## src/rtl/serial_word_pkg.sv

```systemverilog
// Shared types and sizing helpers for serial_word_loader.
// Frame length depends on the PARITY_CHECK_EN macro.
package serial_word_pkg;

  typedef enum logic [1:0] {
    IDLE  = 2'd0,
    SHIFT = 2'd1,
    DONE  = 2'd2
  } swl_state_t;

  // With parity enabled, one extra serial bit trails the data bits.
  function automatic int frame_bits(input int width);
`ifdef PARITY_CHECK_EN
    return width + 1;
`else
    return width;
`endif
  endfunction

  function automatic int cnt_width(input int width);
    return $clog2(width + 2);
  endfunction

endpackage

```

## src/rtl/serial_word_loader_bit_counter.sv

```systemverilog
// Frame bit counter for serial_word_loader: counts 0..FRAME_BITS and saturates.
// last flags that the next counted bit completes the frame.
module swl_bit_counter #(
  parameter int FRAME_BITS = 4,
  parameter int CNT_W      = 3
) (
  input  logic clk,
  input  logic rst,
  input  logic clear,
  input  logic restart,
  input  logic inc,
  output logic last
);

  logic [CNT_W-1:0] cnt;

  always_ff @(posedge clk or posedge rst) begin
    if (rst) begin
      cnt <= '0;
    end else if (clear) begin
      cnt <= '0;
    end else if (restart) begin
      cnt <= CNT_W'(1);
    end else if (inc && (cnt != CNT_W'(FRAME_BITS))) begin
      cnt <= cnt + CNT_W'(1);
    end
  end

  assign last = (cnt == CNT_W'(FRAME_BITS - 1));

endmodule

```

## src/rtl/serial_word_loader.sv

```systemverilog
// Serial-to-parallel word loader feeding a WIDTH-bit load register.
// Optional even-parity trailer bit enabled by defining PARITY_CHECK_EN.
module serial_word_loader
  import serial_word_pkg::*;
#(
  parameter int WIDTH     = 4,
  parameter bit MSB_FIRST = 1'b1
) (
  input  logic             clk,
  input  logic             rst,
  input  logic             sin,
  input  logic             sin_valid,
  input  logic             frame_start,
  output logic [WIDTH-1:0] d_out,
  output logic             load,
  output logic             busy,
  output logic             frame_err
);

  localparam int FRAME_BITS = frame_bits(WIDTH);
  localparam int CNT_W      = cnt_width(WIDTH);

  swl_state_t       state;
  logic [WIDTH-1:0] shreg;
  logic [WIDTH-1:0] word;
  logic             start, inc, last, finish, par_ok, fail, clear;

  function automatic logic [WIDTH-1:0] shift_in(input logic [WIDTH-1:0] cur, input logic b);
    if (MSB_FIRST) return {cur[WIDTH-2:0], b};
    else           return {b, cur[WIDTH-1:1]};
  endfunction

  assign start  = sin_valid & frame_start;
  assign inc    = sin_valid & ~frame_start & (state == SHIFT);
  assign finish = inc & last;

`ifdef PARITY_CHECK_EN
  // Final bit is the parity bit; data is already complete in shreg.
  assign word   = shreg;
  assign par_ok = ~(^shreg ^ sin);
`else
  assign word   = shift_in(shreg, sin);
  assign par_ok = 1'b1;
`endif

  assign fail  = finish & ~par_ok;
  assign clear = (~start & (state != SHIFT)) | fail;

  swl_bit_counter #(
    .FRAME_BITS(FRAME_BITS),
    .CNT_W     (CNT_W)
  ) u_cnt (
    .clk    (clk),
    .rst    (rst),
    .clear  (clear),
    .restart(start),
    .inc    (inc),
    .last   (last)
  );

  always_ff @(posedge clk or posedge rst) begin
    if (rst) begin
      state     <= IDLE;
      shreg     <= '0;
      d_out     <= '0;
      load      <= 1'b0;
      busy      <= 1'b0;
      frame_err <= 1'b0;
    end else begin
      load      <= 1'b0;
      frame_err <= 1'b0;
      case (state)
        IDLE, DONE: begin
          if (start) begin
            shreg <= shift_in('0, sin);
            busy  <= 1'b1;
            state <= SHIFT;
          end else begin
            state <= IDLE;
          end
        end
        SHIFT: begin
          if (start) begin
            // Mid-frame restart: drop the partial word, current bit is bit 0.
            shreg     <= shift_in('0, sin);
            frame_err <= 1'b1;
          end else if (finish) begin
            busy <= 1'b0;
            if (par_ok) begin
              d_out <= word;
              load  <= 1'b1;
              state <= DONE;
            end else begin
              frame_err <= 1'b1;
              state     <= IDLE;
            end
          end else if (inc) begin
            shreg <= shift_in(shreg, sin);
          end
        end
        default: state <= IDLE;
      endcase
    end
  end

endmodule
```

## config.mk

```make
export PLATFORM = sky130hd
export DESIGN_NAME = serial_word_loader
export DESIGN_NICKNAME = d
export VERILOG_FILES = /design/src/rtl/serial_word_pkg.sv /design/src/rtl/serial_word_loader_bit_counter.sv /design/src/rtl/serial_word_loader.sv
export SDC_FILE = /design/constraint.sdc
export NUM_CORES = 1
export LEC_CHECK = 0
export CAP_MARGIN = 20
export CORE_AREA = 5 5 44 46
export CTS_CLUSTER_DIAMETER = 40
export CTS_CLUSTER_SIZE = 14
export DETAILED_ROUTE_END_ITERATION = 7
export DIE_AREA = 0 0 49 51
export PLACE_DENSITY = 0.81
export SKIP_CTS_REPAIR_TIMING = 1
export SYNTH_ARGS = -nofsm -noshare
export SYNTH_HDL_FRONTEND = slang
export SYNTH_SLANG_ARGS = --single-unit
```

## constraint.sdc

```tcl
create_clock -name clk -period 1.7 [get_ports clk]
set_input_delay 0.425 -clock clk [delete_from_list [all_inputs] [get_ports clk]]
set_output_delay 0.425 -clock clk [all_outputs]
set_load 0.02 [all_outputs]
```

### Word-level counts from Yosys, hierarchy flattened

Index checks and enable logic that the tools add are counted.

* flip-flop bits (word level): 15
* input bits: 5
* output and inout bits: 7
* word-level logic and storage cells: 55

* add/sub/neg operators: 1
* equal/unequal tests: 10
* muxes and demuxes: 21
* bitwise logic cells: 7
* reductions and logical operators: 9

Operators by type and width (count)
* 3-bit 2-to-1 mux: 7
* 1-bit 2-to-1 mux: 9
* 3-bit != test, second input constant: 3
* 4-bit AND reduction: 2
* 2-bit != test, second input constant: 3
* 3-bit one-hot mux with 2 select lines: 1
* 1-bit AND: 5
* 2-bit 2-to-1 mux: 2
* 2-bit one-hot mux with 2 select lines: 1
* 3-bit by 1-bit adder with 3-bit output, second input constant: 1
* 3-bit by 2-bit equality test with 1-bit output, second input constant: 1
* 3-bit AND reduction: 1
* 3-bit nonzero test: 1
* 2-bit by 1-bit equality test with 1-bit output, second input constant: 1
* 2-bit equality test, second input constant: 1
* 2-bit logical NOT: 1
* 2-bit by 1-bit != test with 1-bit output, second input constant: 1
* 1-bit inverter: 2
* 1-bit one-hot mux with 2 select lines: 1
* 2-bit AND reduction: 1
* 2-bit nonzero test: 1
* 2-bit OR reduction: 1
* 1-bit logical AND: 1

### Depth between registers and ports, before layout

* depth after elaboration: 7
* depth in mapped cells: 5
* mapped depth without buffers: 5

### Modules after synthesis

A second synthesis with hierarchy kept.

* cells, all modules: 57
* area, all modules: 710.7 um^2

By module, submodules not included
* serial_word_loader: times used 1, cells an instance 37, area an instance 508.0 um^2, sequential area each 300.3 um^2
* swl_bit_counter: times used 1, cells an instance 20, area an instance 202.7 um^2, sequential area each 75.1 um^2

### Worst setup path before layout

Ideal clock, no wire load.

* path type: register to register
* start: register u_cnt.cnt[0]
* end: register d_out[0]
* library setup time: 0.125 ns
* data arrival time: 1.321 ns
* data required time: 1.575 ns
* path slack: 0.254 ns
* cell stages (with the launch flop): 6
* path buffers: 1
* period minus slack after synthesis: 1.446 ns
* cell sequence: dfrtp_1 -> ha_1 -> ha_1 -> and3_1 -> buf_6 -> mux2_4

* longest elaborated chain between the ends: 3

Ends and longest elaborated chain
* start: declaration: RTL line serial_word_loader_bit_counter.sv:15 `logic [CNT_W-1:0] cnt;`
* start signal: assignment: RTL line serial_word_loader_bit_counter.sv:25 `cnt <= cnt + CNT_W'(1);`
* 3-bit by 2-bit equality test with 1-bit output: RTL line serial_word_loader_bit_counter.sv:29 `assign last = (cnt == CNT_W'(FRAME_BITS - 1));`
* 1-bit AND: RTL line serial_word_loader.sv:35 `assign finish = inc & last;`
* 3-bit AND reduction (no line)
* end signal: assignment: RTL line serial_word_loader.sv:90 `d_out <= word;`
* end: declaration: RTL line serial_word_loader.sv:14 `output logic [WIDTH-1:0] d_out,`

Every way passes these cells.
A chain may end at the register's enable or synchronous reset.

### Worst setup path after layout

* start: register frame_err
* end: output port frame_err

RTL lines
* start: declaration: RTL line serial_word_loader.sv:17 `output logic frame_err`
* start signal: assignment: RTL line serial_word_loader.sv:68 `frame_err <= 1'b0;`
* start signal: assignment: RTL line serial_word_loader.sv:71 `frame_err <= 1'b0;`
* start signal: assignment: RTL line serial_word_loader.sv:86 `frame_err <= 1'b1;`

No word-level cell between the ends.

==> flow_summary.json <==
{
  "via_count": 494,
  "antenna_found_initial": 0,
  "status": "complete, no violations",
  "ys_warn_count": 0,
  "critPathRequiredTime_ns": 1.27,
  "antenna_left": 0,
  "drt_iter0_markers": 8,
  "via_per_inst": 5.31,
  "netlist_instances": 58,
  "gp_congestion": 0.846,
  "placed_area_um2": 853,
  "finalSetupViolations": 0,
  "crit_slowest_cell": "clkdlybuf4s50_1",
  "async_reset_ff_share_pct": 100,
  "grt_use_met1_pct": 13.8,
  "die_w_um": 49,
  "path_class": "flop to output port",
  "r2r_setup_slack_ns": 0.12,
  "die_height_um": 51,
  "drv_slew": 0,
  "finalClockSkew_ns": 0.000966,
  "grt_use_met3_pct": 3.20,
  "synthTopCellsByArea": "dfrtp_1 (54%), mux2_4 (8.6%), ha_1 (5.4%)",
  "critPathArrivalTime_ns": 1.21,
  "htreeDepth": 1,
  "fin_nets": 86,
  "slowest_delay_ns": 0.60,
  "cts_tree": "built",
  "syn_avg_cell_area_um2": 12.1,
  "global_route.overflow_total": 0,
  "dp.cells": 89,
  "drc": 0,
  "critPathLaunchType": "flop",
  "synth-seq-cells": 15,
  "num_io_pins": 12,
  "synth_most_common_cell": "dfrtp_1",
  "endpoint_kind": "output port",
  "grt_first_pass_wirelength_mm": 2.38,
  "port_buffers": 11,
  "drive_gt1_share_pct": 24.7,
  "ys_types": 22,
  "min_period_over_period_pct": 96.3,
  "power_mw": 1.29,
  "clk_latency_ns": 0.28,
  "grt_util_met2_pct": 21.5,
  "hold_path.class": "input pin to asynchronous set/reset pin",
  "synth_nets": 66,
  "clockBufferDepth": 2,
  "grt_start_max_net_pins": 16,
  "design_area_um2": 892,
  "diodes": 0,
  "netlist.top_cell.by_area": "dfrtp_1",
  "crit_buf_inv": 1,
  "core_um2": 1470,
  "clock-sinks": 15,
  "synth_edf_count": 0,
  "path_max_fanout": 1,
  "crit_cells": 1,
  "synth.top_cells.by_count": "dfrtp_1 (15), inv_1 (5), nand2_1 (5), mux2_4 (4)",
  "netlist.area_leader.share_pct": 53.6,
  "synthToLayoutAreaGrowth_pct": 27.3,
  "power.leakage_nw": 0.496,
  "worst_pin_slew_ns": 0.348,
  "max_freq_mhz": 611,
  "path_delay_family": "buffers and inverters",
  "pre_cts_slack_ns": -0.115,
  "numCtsBuffers": 3,
  "drt-pass1-iter-count": 5,
  "netlist_area_um2": 701,
  "slew_headroom_pct": 76.7,
  "layout_min_cycle_time_ns": 1.64,
  "wl_mm": 1.34,
  "hold_violations": 0,
  "grtUsageTotal_pct": 12.9,
  "wl_per_cell_um": 14.4,
  "cap_violations": 0,
  "detailed_place_hpwl_mm": 1.04,
  "cts-root-buf": "clkbuf_4",
  "grt_pass1_vias": 546,
  "setup_ws_ns": 0.0631,
  "grt.busiest_layer": "met2",
  "synth-seq-area-share_pct": 53.6,
  "rsz0062_at_grt": "no",
  "die-area_um2": 2500,
  "initial_core_util_pct": 47.6,
  "ff2ff_path_depth": 5,
  "vdd.ir_drop.worst_mv": 0.648,
  "fin_cells": 93,
  "power.density_nw_per_um2": 1440,
  "crit_path_cell_trace": "clkdlybuf4s50_1",
  "rows": 14,
  "clkTransAtPathRegs_ns": 0.08,
  "synth_ff_type": "dfrtp_1"
}
[placed cells by master, fill, tap and decap left out]
| cell type | Yosys | routed |
|---|---|---|
| dfrtp_1 | 15 | 15 |
| clkdlybuf4s50_1 | 0 | 6 |
| buf_4 | 0 | 6 |
| nand2_1 | 5 | 5 |
| inv_1 | 5 | 5 |
| dlymetal6s2s_1 | 0 | 5 |
| mux2_4 | 4 | 4 |
| and3_1 | 3 | 3 |
| mux2_2 | 3 | 3 |
| ha_1 | 3 | 3 |
| clkbuf_4 | 0 | 3 |
| nor2b_1 | 2 | 2 |
| o211ai_1 | 2 | 2 |
| a21oi_1 | 2 | 2 |
| nor2_1 | 2 | 2 |
| and2b_1 | 1 | 1 |
| a221oi_1 | 1 | 1 |
| a31oi_1 | 1 | 1 |
| nor3_1 | 1 | 1 |
| and3_2 | 1 | 1 |
| and2_2 | 1 | 1 |
| nand4_1 | 1 | 1 |
| a211oi_1 | 1 | 1 |
| nand3_1 | 1 | 1 |
| a21o_2 | 1 | 1 |
| clkbuf_1 | 0 | 1 |
[power by group]
group,leakage (nW),internal [mW],switching [mW],total (mW)
combinational,0.292,0.273,0.246,0.519
sequential,0.189,0.482,0.0866,0.569
clock,0.0150,0.0913,0.108,0.199
total,0.496,0.846,0.441,1.29
[state kept, by name, indices dropped and copies added (netlist names)]
register	count
state	2
shreg	3
d_out	4
u_cnt.cnt	3
frame_err	1
busy	1
load	1
[worst reg2reg max path, cell delays in order, from the launching register on]
cell and delay [ns]:
dfrtp_1 0.38, ha_1 0.15, ha_1 0.20, nor2b_1 0.06, o211ai_1 0.31, mux2_2 0.38
[path summary, 6_finish.rpt]
check	startpoint	end
worst min register to register	state[1]	frame_err
worst max register to register	u_cnt.cnt[0]	shreg[2]
worst max-delay path	frame_err	frame_err
min in group clk	state[1]	frame_err
worst min-delay path	rst	d_out[1]
max in group asynchronous	rst	frame_err
[per-stage QoR]
step           setup TNS (ns)  util [%]  hold slack (ns)
2_1_floorplan               0         -            0.326
3_3_place_gp           -0.427      58.0            0.478
3_5_place_dp           -0.532      58.0            0.490
4_1_cts               -0.0553      59.8            0.436
5_1_grt                     0      60.6            0.469
6_report                    0      60.6            0.435
[area by class of cell]
type                       instances  area [um^2]
sequential                        15          375
clock buffer                       4         26.3
multi-input combinational         36          284
fill                             122          579
inverter                           5         18.8
tap                               16         20.0
timing repair buffer              17          168
[routing by layer]
| metal | share of wire [%] | wire length [um] |
|---|---|---|
| met1 | 42 | 559 |
| met2 | 51 | 680 |
| met3 | 3.5 | 47 |
| met4 | 4.0 | 53 |
| met5 | 0 | 0 |
[cells by family (layout without fill, tap and decap cells)]
| logic type | Yosys count | in the layout | synth area share [%] |
|---|---|---|---|
| compound gates | 8 | 8 | 8.04 |
| fa+ha+maj | 3 | 3 | 5.36 |
| buf+inv | 7 | 26 | 5.89 |
| flops | 15 | 15 | 53.6 |
| mux | 7 | 7 | 13.4 |
| simple gates | 18 | 18 | 13.8 |
(Power assumes the default switching activity.)
